===== config.mk =====
export PLATFORM = sky130hd
export DESIGN_NAME = led_chain_tx
export DESIGN_NICKNAME = d
export VERILOG_FILES = /design/src/rtl/led_pkg.sv /design/src/rtl/led_clk_div.sv /design/src/rtl/led_chain_tx.sv
export SDC_FILE = /design/constraint.sdc
export NUM_CORES = 1
export LEC_CHECK = 0
export ABC_AREA = 1
export CORE_AREA = 2 2 175 177
export CTS_CLUSTER_SIZE = 14
export DETAILED_ROUTE_END_ITERATION = 6
export DIE_AREA = 0 0 177 179
export GPL_TIMING_DRIVEN = 0
export PLACE_DENSITY = 0.66
export SLEW_MARGIN = 0
export SYNTH_ARGS = -nofsm -noshare
export SYNTH_HDL_FRONTEND = slang
export SYNTH_HIERARCHICAL = 1
export SYNTH_SLANG_ARGS = --single-unit

===== constraint.sdc =====
create_clock -name clk -period 3.47 [get_ports clk]
set_input_delay 0.8675 -clock clk [delete_from_list [all_inputs] [get_ports clk]]
set_output_delay 0.8675 -clock clk [all_outputs]
set_load 0.05 [all_outputs]

===== src/rtl/led_pkg.sv =====
// Shared types and default parameters for the LED chain transmitter.
// Holds the FSM state type, default sizing constants and a max helper.
package led_pkg;

    typedef enum logic [1:0] {
        ST_IDLE,
        ST_SHIFT,
        ST_LATCH,
        ST_GAP
    } led_state_t;

    localparam int DEF_NUM_CH       = 2;
    localparam int DEF_LED_NUM      = 4;
    localparam int DEF_BITS_PER_LED = 32;
    localparam int DEF_CLK_DIV      = 2;
    localparam int DEF_GAP_CNT      = 5;

    function automatic int max_int(input int a, input int b);
        return (a > b) ? a : b;
    endfunction

endpackage


===== src/rtl/led_clk_div.sv =====
// Serial clock phase generator: cko low for CLK_DIV cycles, then high.
// Ports: clk, rstn, run (advance), clear (sync reset), cko, bit_tick.
module led_clk_div
#(
    parameter int CLK_DIV = 2
) (
    input  logic clk,
    input  logic rstn,
    input  logic run,
    input  logic clear,
    output logic cko,
    output logic bit_tick
);

    localparam int CW = $clog2(CLK_DIV + 1);

    logic [CW-1:0] cnt_q;
    logic          ph_q;
    logic          half_end;

    assign half_end = (cnt_q == CW'(CLK_DIV - 1));

    always_ff @(posedge clk or negedge rstn) begin
        if (!rstn) begin
            cnt_q <= '0;
            ph_q  <= 1'b0;
        end else if (clear) begin
            cnt_q <= '0;
            ph_q  <= 1'b0;
        end else if (run) begin
            if (half_end) begin
                cnt_q <= '0;
                ph_q  <= ~ph_q;
            end else begin
                cnt_q <= cnt_q + 1'b1;
            end
        end
    end

    assign cko = ph_q;
    // Last cycle of a bit's high phase: the data may advance next.
    assign bit_tick = run & ph_q & half_end;

endmodule


===== src/rtl/led_chain_tx.sv =====
// Multi-chain LED frame transmitter, MSB first, shared cko.
// Ports: clk, rstn, start, data_in, ch_en -> busy, done, cko, sdo, lat.
// Macro LED_LATCH_EN adds a latch strobe phase after shifting.
module led_chain_tx
    import led_pkg::*;
#(
    parameter int NUM_CH       = DEF_NUM_CH,
    parameter int LED_NUM      = DEF_LED_NUM,
    parameter int BITS_PER_LED = DEF_BITS_PER_LED,
    parameter int CLK_DIV      = DEF_CLK_DIV,
    parameter int GAP_CNT      = DEF_GAP_CNT
) (
    input  logic                              clk,
    input  logic                              rstn,
    input  logic                              start,
    input  logic [NUM_CH*LED_NUM*BITS_PER_LED-1:0] data_in,
    input  logic [NUM_CH-1:0]                 ch_en,
    output logic                              busy,
    output logic                              done,
    output logic                              cko,
    output logic [NUM_CH-1:0]                 sdo,
    output logic                              lat
);

    localparam int FRAME_W = LED_NUM * BITS_PER_LED;
    localparam int BW      = $clog2(FRAME_W + 1);
    localparam int LAT_LEN = 2 * CLK_DIV;
    localparam int TW      = $clog2(max_int(LAT_LEN, GAP_CNT) + 1);

    led_state_t state_q, state_d;

    logic [NUM_CH-1:0][FRAME_W-1:0] shreg_q;
    logic [NUM_CH-1:0]              en_q;
    logic [BW-1:0]                  bit_q;
    logic [TW-1:0]                  tmr_q;

    logic run;
    logic bit_tick;
    logic load;
    logic last_bit;
    logic shifting;

    assign load     = (state_q == ST_IDLE) && start;
    assign shifting = (state_q == ST_SHIFT);
    assign last_bit = bit_tick && (bit_q == BW'(FRAME_W - 1));

    led_clk_div #(
        .CLK_DIV (CLK_DIV)
    ) u_div (
        .clk      (clk),
        .rstn     (rstn),
        .run      (run),
        .clear    (~run),
        .cko      (cko),
        .bit_tick (bit_tick)
    );

    always_ff @(posedge clk or negedge rstn) begin
        if (!rstn) begin
            state_q <= ST_IDLE;
        end else begin
            state_q <= state_d;
        end
    end

    always_comb begin
        state_d = state_q;
        busy    = 1'b1;
        done    = 1'b0;
        lat     = 1'b0;
        run     = 1'b0;
        unique case (state_q)
            ST_IDLE: begin
                busy = 1'b0;
                if (start) begin
                    state_d = ST_SHIFT;
                end
            end
            ST_SHIFT: begin
                run = 1'b1;
                if (last_bit) begin
`ifdef LED_LATCH_EN
                    state_d = ST_LATCH;
`else
                    state_d = ST_GAP;
`endif
                end
            end
            ST_LATCH: begin
`ifdef LED_LATCH_EN
                lat = 1'b1;
                if (tmr_q == TW'(LAT_LEN - 1)) begin
                    state_d = ST_GAP;
                end
`else
                state_d = ST_GAP;
`endif
            end
            ST_GAP: begin
                if (tmr_q == TW'(GAP_CNT - 1)) begin
                    done    = 1'b1;
                    state_d = ST_IDLE;
                end
            end
            default: state_d = ST_IDLE;
        endcase
    end

    // Frame data and per-phase counters.
    always_ff @(posedge clk or negedge rstn) begin
        if (!rstn) begin
            shreg_q <= '0;
            en_q    <= '0;
            bit_q   <= '0;
            tmr_q   <= '0;
        end else begin
            if (load) begin
                shreg_q <= data_in;
                en_q    <= ch_en;
                bit_q   <= '0;
            end else if (shifting && bit_tick) begin
                for (int c = 0; c < NUM_CH; c++) begin
                    shreg_q[c] <= shreg_q[c] << 1;
                end
                bit_q <= bit_q + 1'b1;
            end
            // Timer restarts on every state change.
            if (state_d != state_q) begin
                tmr_q <= '0;
            end else if (state_q == ST_LATCH || state_q == ST_GAP) begin
                tmr_q <= tmr_q + 1'b1;
            end
        end
    end

    always_comb begin
        sdo = '0;
        for (int c = 0; c < NUM_CH; c++) begin
            sdo[c] = shifting & en_q[c] & shreg_q[c][FRAME_W-1];
        end
    end

endmodule


Word level (Yosys, flattened, before mapping)
Cells that the tools add are included.
Cells by class
  add/subtract/negate cells: 3
  equal/unequal tests: 8
  muxes and demuxes: 18
  bitwise operators: 7
  reductions and logical operators: 7
Operators with widths (number)
  $mux W256: 2
  $mux W8: 2
  $mux W2: 5
  $add A8 B1 Y8 const B: 1
  $eq A8 B7 Y1 const B: 1
  $pmux W2 S4: 1
  $and A1 B1 Y1: 6
  $mux W1: 6
  $mux W3: 2
  $eq A2 B1 Y1 const B: 2
  $eq A2 B2 Y1 const B: 2
  $reduce_bool A2 Y1: 2
  $add A3 B1 Y3 const B: 1
  $eq A3 B3 Y1 const B: 1
  $logic_and A1 B1 Y1: 3
  $add A2 B1 Y2 const B: 1
  $logic_not A2 Y1: 1
  $ne A2 B2 Y1: 1
  $ne A2 B2 Y1 const B: 1
  $logic_or A1 B1 Y1: 1
  $not A1 Y1: 1
Storage, ports and cells
  flip-flop bits (word level): 274
  output and inout bits: 6

Logic depth before layout (Yosys ltp)
  depth in word-level cells: 9
  mapped depth: 15
  gate-level depth less buffers: 12

Modules after synthesis
Netlist, hierarchy kept.
Modules (own cells, without submodules)
  led_chain_tx: times used 1, cells an instance 1359, area an instance 11971.5 sq um, sequential area each 6781.5 sq um
  led_clk_div: times used 1, cells an instance 20, area an instance 141.4 sq um, sequential area each 75.1 sq um

Least setup slack after synthesis
OpenSTA, ideal clock, no wires.
  path kind: reg2out
  from: reg state_q[1]
  to: out sdo[0]
  arrival time: 1.329 ns
  data required time: 2.602 ns
  slack: 1.274 ns
  cell stages (with the launch flop): 5
  path through: dfrtp_1 buf_4 inv_2 nand2_1 nor2_1
Between the ends
  longest elaborated chain between the ends: 3
Ends and longest elaborated chain
  start, declared: RTL line led_chain_tx.sv:30  | led_state_t state_q, state_d;
  start signal, assigned: RTL line led_chain_tx.sv:62  | state_q <= state_d;
  $eq A2 B1 Y1: RTL line led_chain_tx.sv:44  | assign shifting = (state_q == ST_SHIFT);
  $and A1 B1 Y1 (2 in a row): RTL line led_chain_tx.sv:139  | sdo[c] = shifting & en_q[c] & shreg_q[c][FRAME_W-1];
  end, declared: RTL line led_chain_tx.sv:21  | output logic [NUM_CH-1:0] sdo,
No other way between the ends.

Final worst setup path
  from: reg state_q[1]
  to: out sdo[1]
The elaborated chain is that of the path after synthesis.

==> flow_summary.ini <==
[sta]
rsz0062_at_grt = no
setup_viol = 0
finalClockSkew_ps = 10.38
tightest_slew_ps = 787.6
max_freq_ghz = 0.3188
hold_viol_final = 0
layout_min_cycle_time_ps = 3137
slew_headroom_pct = 47.49
post-route-period-util_pct = 90.39
maxSlewViolCount = 0

[power_and_ir_drop]
power_frac_clock_pct = 48.0
power_density_nw_per_um2 = 419.9
internal_power_w = 0.005460
leakage_nw = 7.170
p_sw_w = 0.001412
netSwitchingFraction_pct = 20.54
ir_drop_uv = 283.4
seq_power_share_pct = 46.5
combPwrFrac_pct = 5.5
total_power_w = 0.006871

[synth]
synthTopCellsByArea = dfrtp_1 57%, nand2_1 18%, o211ai_1 13%, inv_1 3.8%, nand3_1 2.0%
yosysTopAreaCell = dfrtp_1
netlist_area_um2 = 12110
ys.flop_type = dfrtp_1
synth_top_area_share_pct = 56.61
synth-seq-cells = 274
synth.yosys.seq_area_share_pct = 56.61
synth_commonest_cells = 583 x nand2_1, 274 x dfrtp_1, 212 x o211ai_1, 123 x inv_1, 49 x nand3_1
synth_cell_types = 27
async_reset_ff_share_pct = 100.0
syn_inst = 1379
synth.most_common_cell = nand2_1
synth_fp_nets = 1643
ys_warn_count = 6
synth_area_per_cell_um2 = 8.784
synth-edff-count = 0

[setup_path]
startpoint_type = flop
path_max_fanout = 9
r2r_cells = 14
path_depth = 5
crit_path_top_delay_cell = clkdlybuf4s50_1
crit_family = buffers and inverters
cp_num_buf_inv = 3
arrival_ps = 2270
crit_chain = buf_4 > inv_2 > nand2_1 > nor2_1 > clkdlybuf4s50_1
cp-end-kind = output pin
critical_path_required_ps = 2600
path_class = flop to output pin
max_stage_delay_ps = 860

[clock_network]
clock-sinks = 274
post-cts-setup-buffers = 0
cts_tree = yes
clk_latency_ps = 550
path_clk_slew_ps = 60
post_cts_resized = 0
postCtsHoldBufs = 0
htree_num_levels = 1
root_buffer = clkbuf_16
cts.path.max_buffers = 3
cts_buffers = 31

[global_route]
top_usage_layer = met2
first_global_vias = 10460
antenna_found_initial = 2
grt.total_usage_pct = 21.00
grtUsageMet2_pct = 33.03
gr-usage-met3_pct = 4.241
grt_max_degree = 107
grt_pass1_wl_um = 53570
overflow = 0
use_met1_pct = 29.89

[placed_design]
port_buffers = 265
hpwl_um = 23470
gp_congestion = 0.8061
dp_cells = 2042

[route]
drt_first_pass_iters = 5
drt_wl_total_um = 33150
ant_nets = 0
drc = 0
avgViaCountPerCell = 4.939
wl_per_cell_um = 15.79
vias = 10370
drt_iter0_markers = 653

[cells_and_area]
drive_gt1_share_pct = 7.223
area_delta_synth_final_pct = 35.11
final_nets = 1943
stdcell_count = 2100
final_util_pct = 54.50

[flow_run]
drv_cap = 0

[floorplanning]
die_w_um = 177
die-area_um2 = 31680
io_pins = 267
die-height_um = 179
num_rows = 64
coreArea_um2 = 30030
start_util_pct = 40.34

[hold_path]
hold_class = input pin to async pin

[status]
status = finished, final reports clean
stage by stage:
step	instance area, um2	worst slack (ps)	setup TNS, ps	hold WS, ps
floorplan	12110	1274	0	448.7
global placement	15260	-10310	-2816270	463.2
detailed placement	15320	883.9	0	469.6
CTS	16360	299.2	0	395.9
global route	16360	224.2	0	441.4
finish	16370	333.4	0	382.9
layout by cell type, fill, tap and decap left out, types with 2 or more instances in the layout:
master / synthesis / layout
nand3_1: 49 / 49
a22o_1: 2 / 2
clkbuf_8: 0 / 10
bufinv_16: 0 / 2
nor2_1: 19 / 19
o211ai_1: 212 / 212
clkinv_2: 0 / 4
nand4_1: 3 / 3
inv_2: 3 / 3
clkbuf_1: 23 / 31
ha_1: 3 / 3
dfrtp_1: 274 / 274
nor3_1: 2 / 2
buf_1: 2 / 2
buf_4: 18 / 18
xnor2_1: 2 / 2
a21oi_1: 5 / 5
inv_1: 123 / 123
clkbuf_16: 0 / 31
nor2_2: 2 / 2
buf_6: 5 / 5
o21ai_0: 4 / 4
nand2_1: 583 / 583
buf_2: 38 / 38
buf_16: 0 / 2
clkdlybuf4s50_1: 0 / 264
cells by family after synthesis:
family / Yosys count / share of synthesized area [%]
and+or+nand+nor: 662 / 21.33
DFF: 274 / 56.61
AOI/OAI and AO/OA: 224 / 13.70
buffers and inverters: 213 / 7.881
adders and majority gates: 3 / 0.3099
xor gates and xnor gates: 2 / 0.1446
other: 1 / 0.03096
worst register-to-register path: stages (launching register included):
cell	delay, ps
dfrtp_1	360
buf_4	170
inv_2	90
nand2_1	140
inv_1	130
nand2_1	60
inv_1	60
nand2_1	70
inv_1	90
nand3_2	130
inv_2	210
buf_2	340
buf_2	310
nand2_1	80
o211ai_1	100
power by group through the flow:
| stage | registers, W | clock network (W) | logic, W |
|---|---|---|---|
| finish | 0.00320 | 0.00330 | 0.000377 |
| detailed placement | 0.00325 | 0 | 0.000382 |
| floorplan | 0.00325 | 0 | 0.00000325 |
| CTS | 0.00320 | 0.00337 | 0.000385 |
| global route | 0.00319 | 0.00352 | 0.000408 |
| global placement | 0.00326 | 0 | 0.000376 |
layer usage:
metal / part of all wire (%) / routed length (um) / up-vias
met1: 46 / 15380 / 4933
li1: - / - / 5080
met5: 0.081 / 27 / -
met2: 45 / 14900 / 296
met4: 2.1 / 690 / 4
met3: 6.5 / 2156 / 59
sequential cells by signal, indices dropped and copies added, names as in the netlist:
signal       cells
bit_q            8
en_q             2
shreg_q        256
state_q          2
tmr_q            3
u_div/cko        1
u_div/cnt_q      2
layout make-up:
cell class | count | area, um2
fill | 2729 | 13660
sequential | 274 | 6857
clock inverter | 8 | 98.84
buffer | 86 | 475.5
multi-input combinational | 892 | 4302
inverter | 127 | 479.2
tap | 396 | 495.5
timing repair buffer | 267 | 2713
clock buffer | 49 | 943.4
antenna | 1 | 2.502
worst paths after layout:
| path | startpoint | endpoint | slack, ps |
|---|---|---|---|
| setup / recovery | state_q[1] | sdo[1] | 330 |
| hold / removal | rstn | shreg_q[113] | 380 |
| setup reg to reg | state_q[1] | shreg_q[71] | 1070 |
| hold reg to reg | shreg_q[123] | shreg_q[123] | 480 |
| max in group asynchronous | rstn | shreg_q[18] | 1820 |
| min in group clk | shreg_q[123] | shreg_q[123] | 480 |
Note: power is estimated with default switching activity, not from simulation.
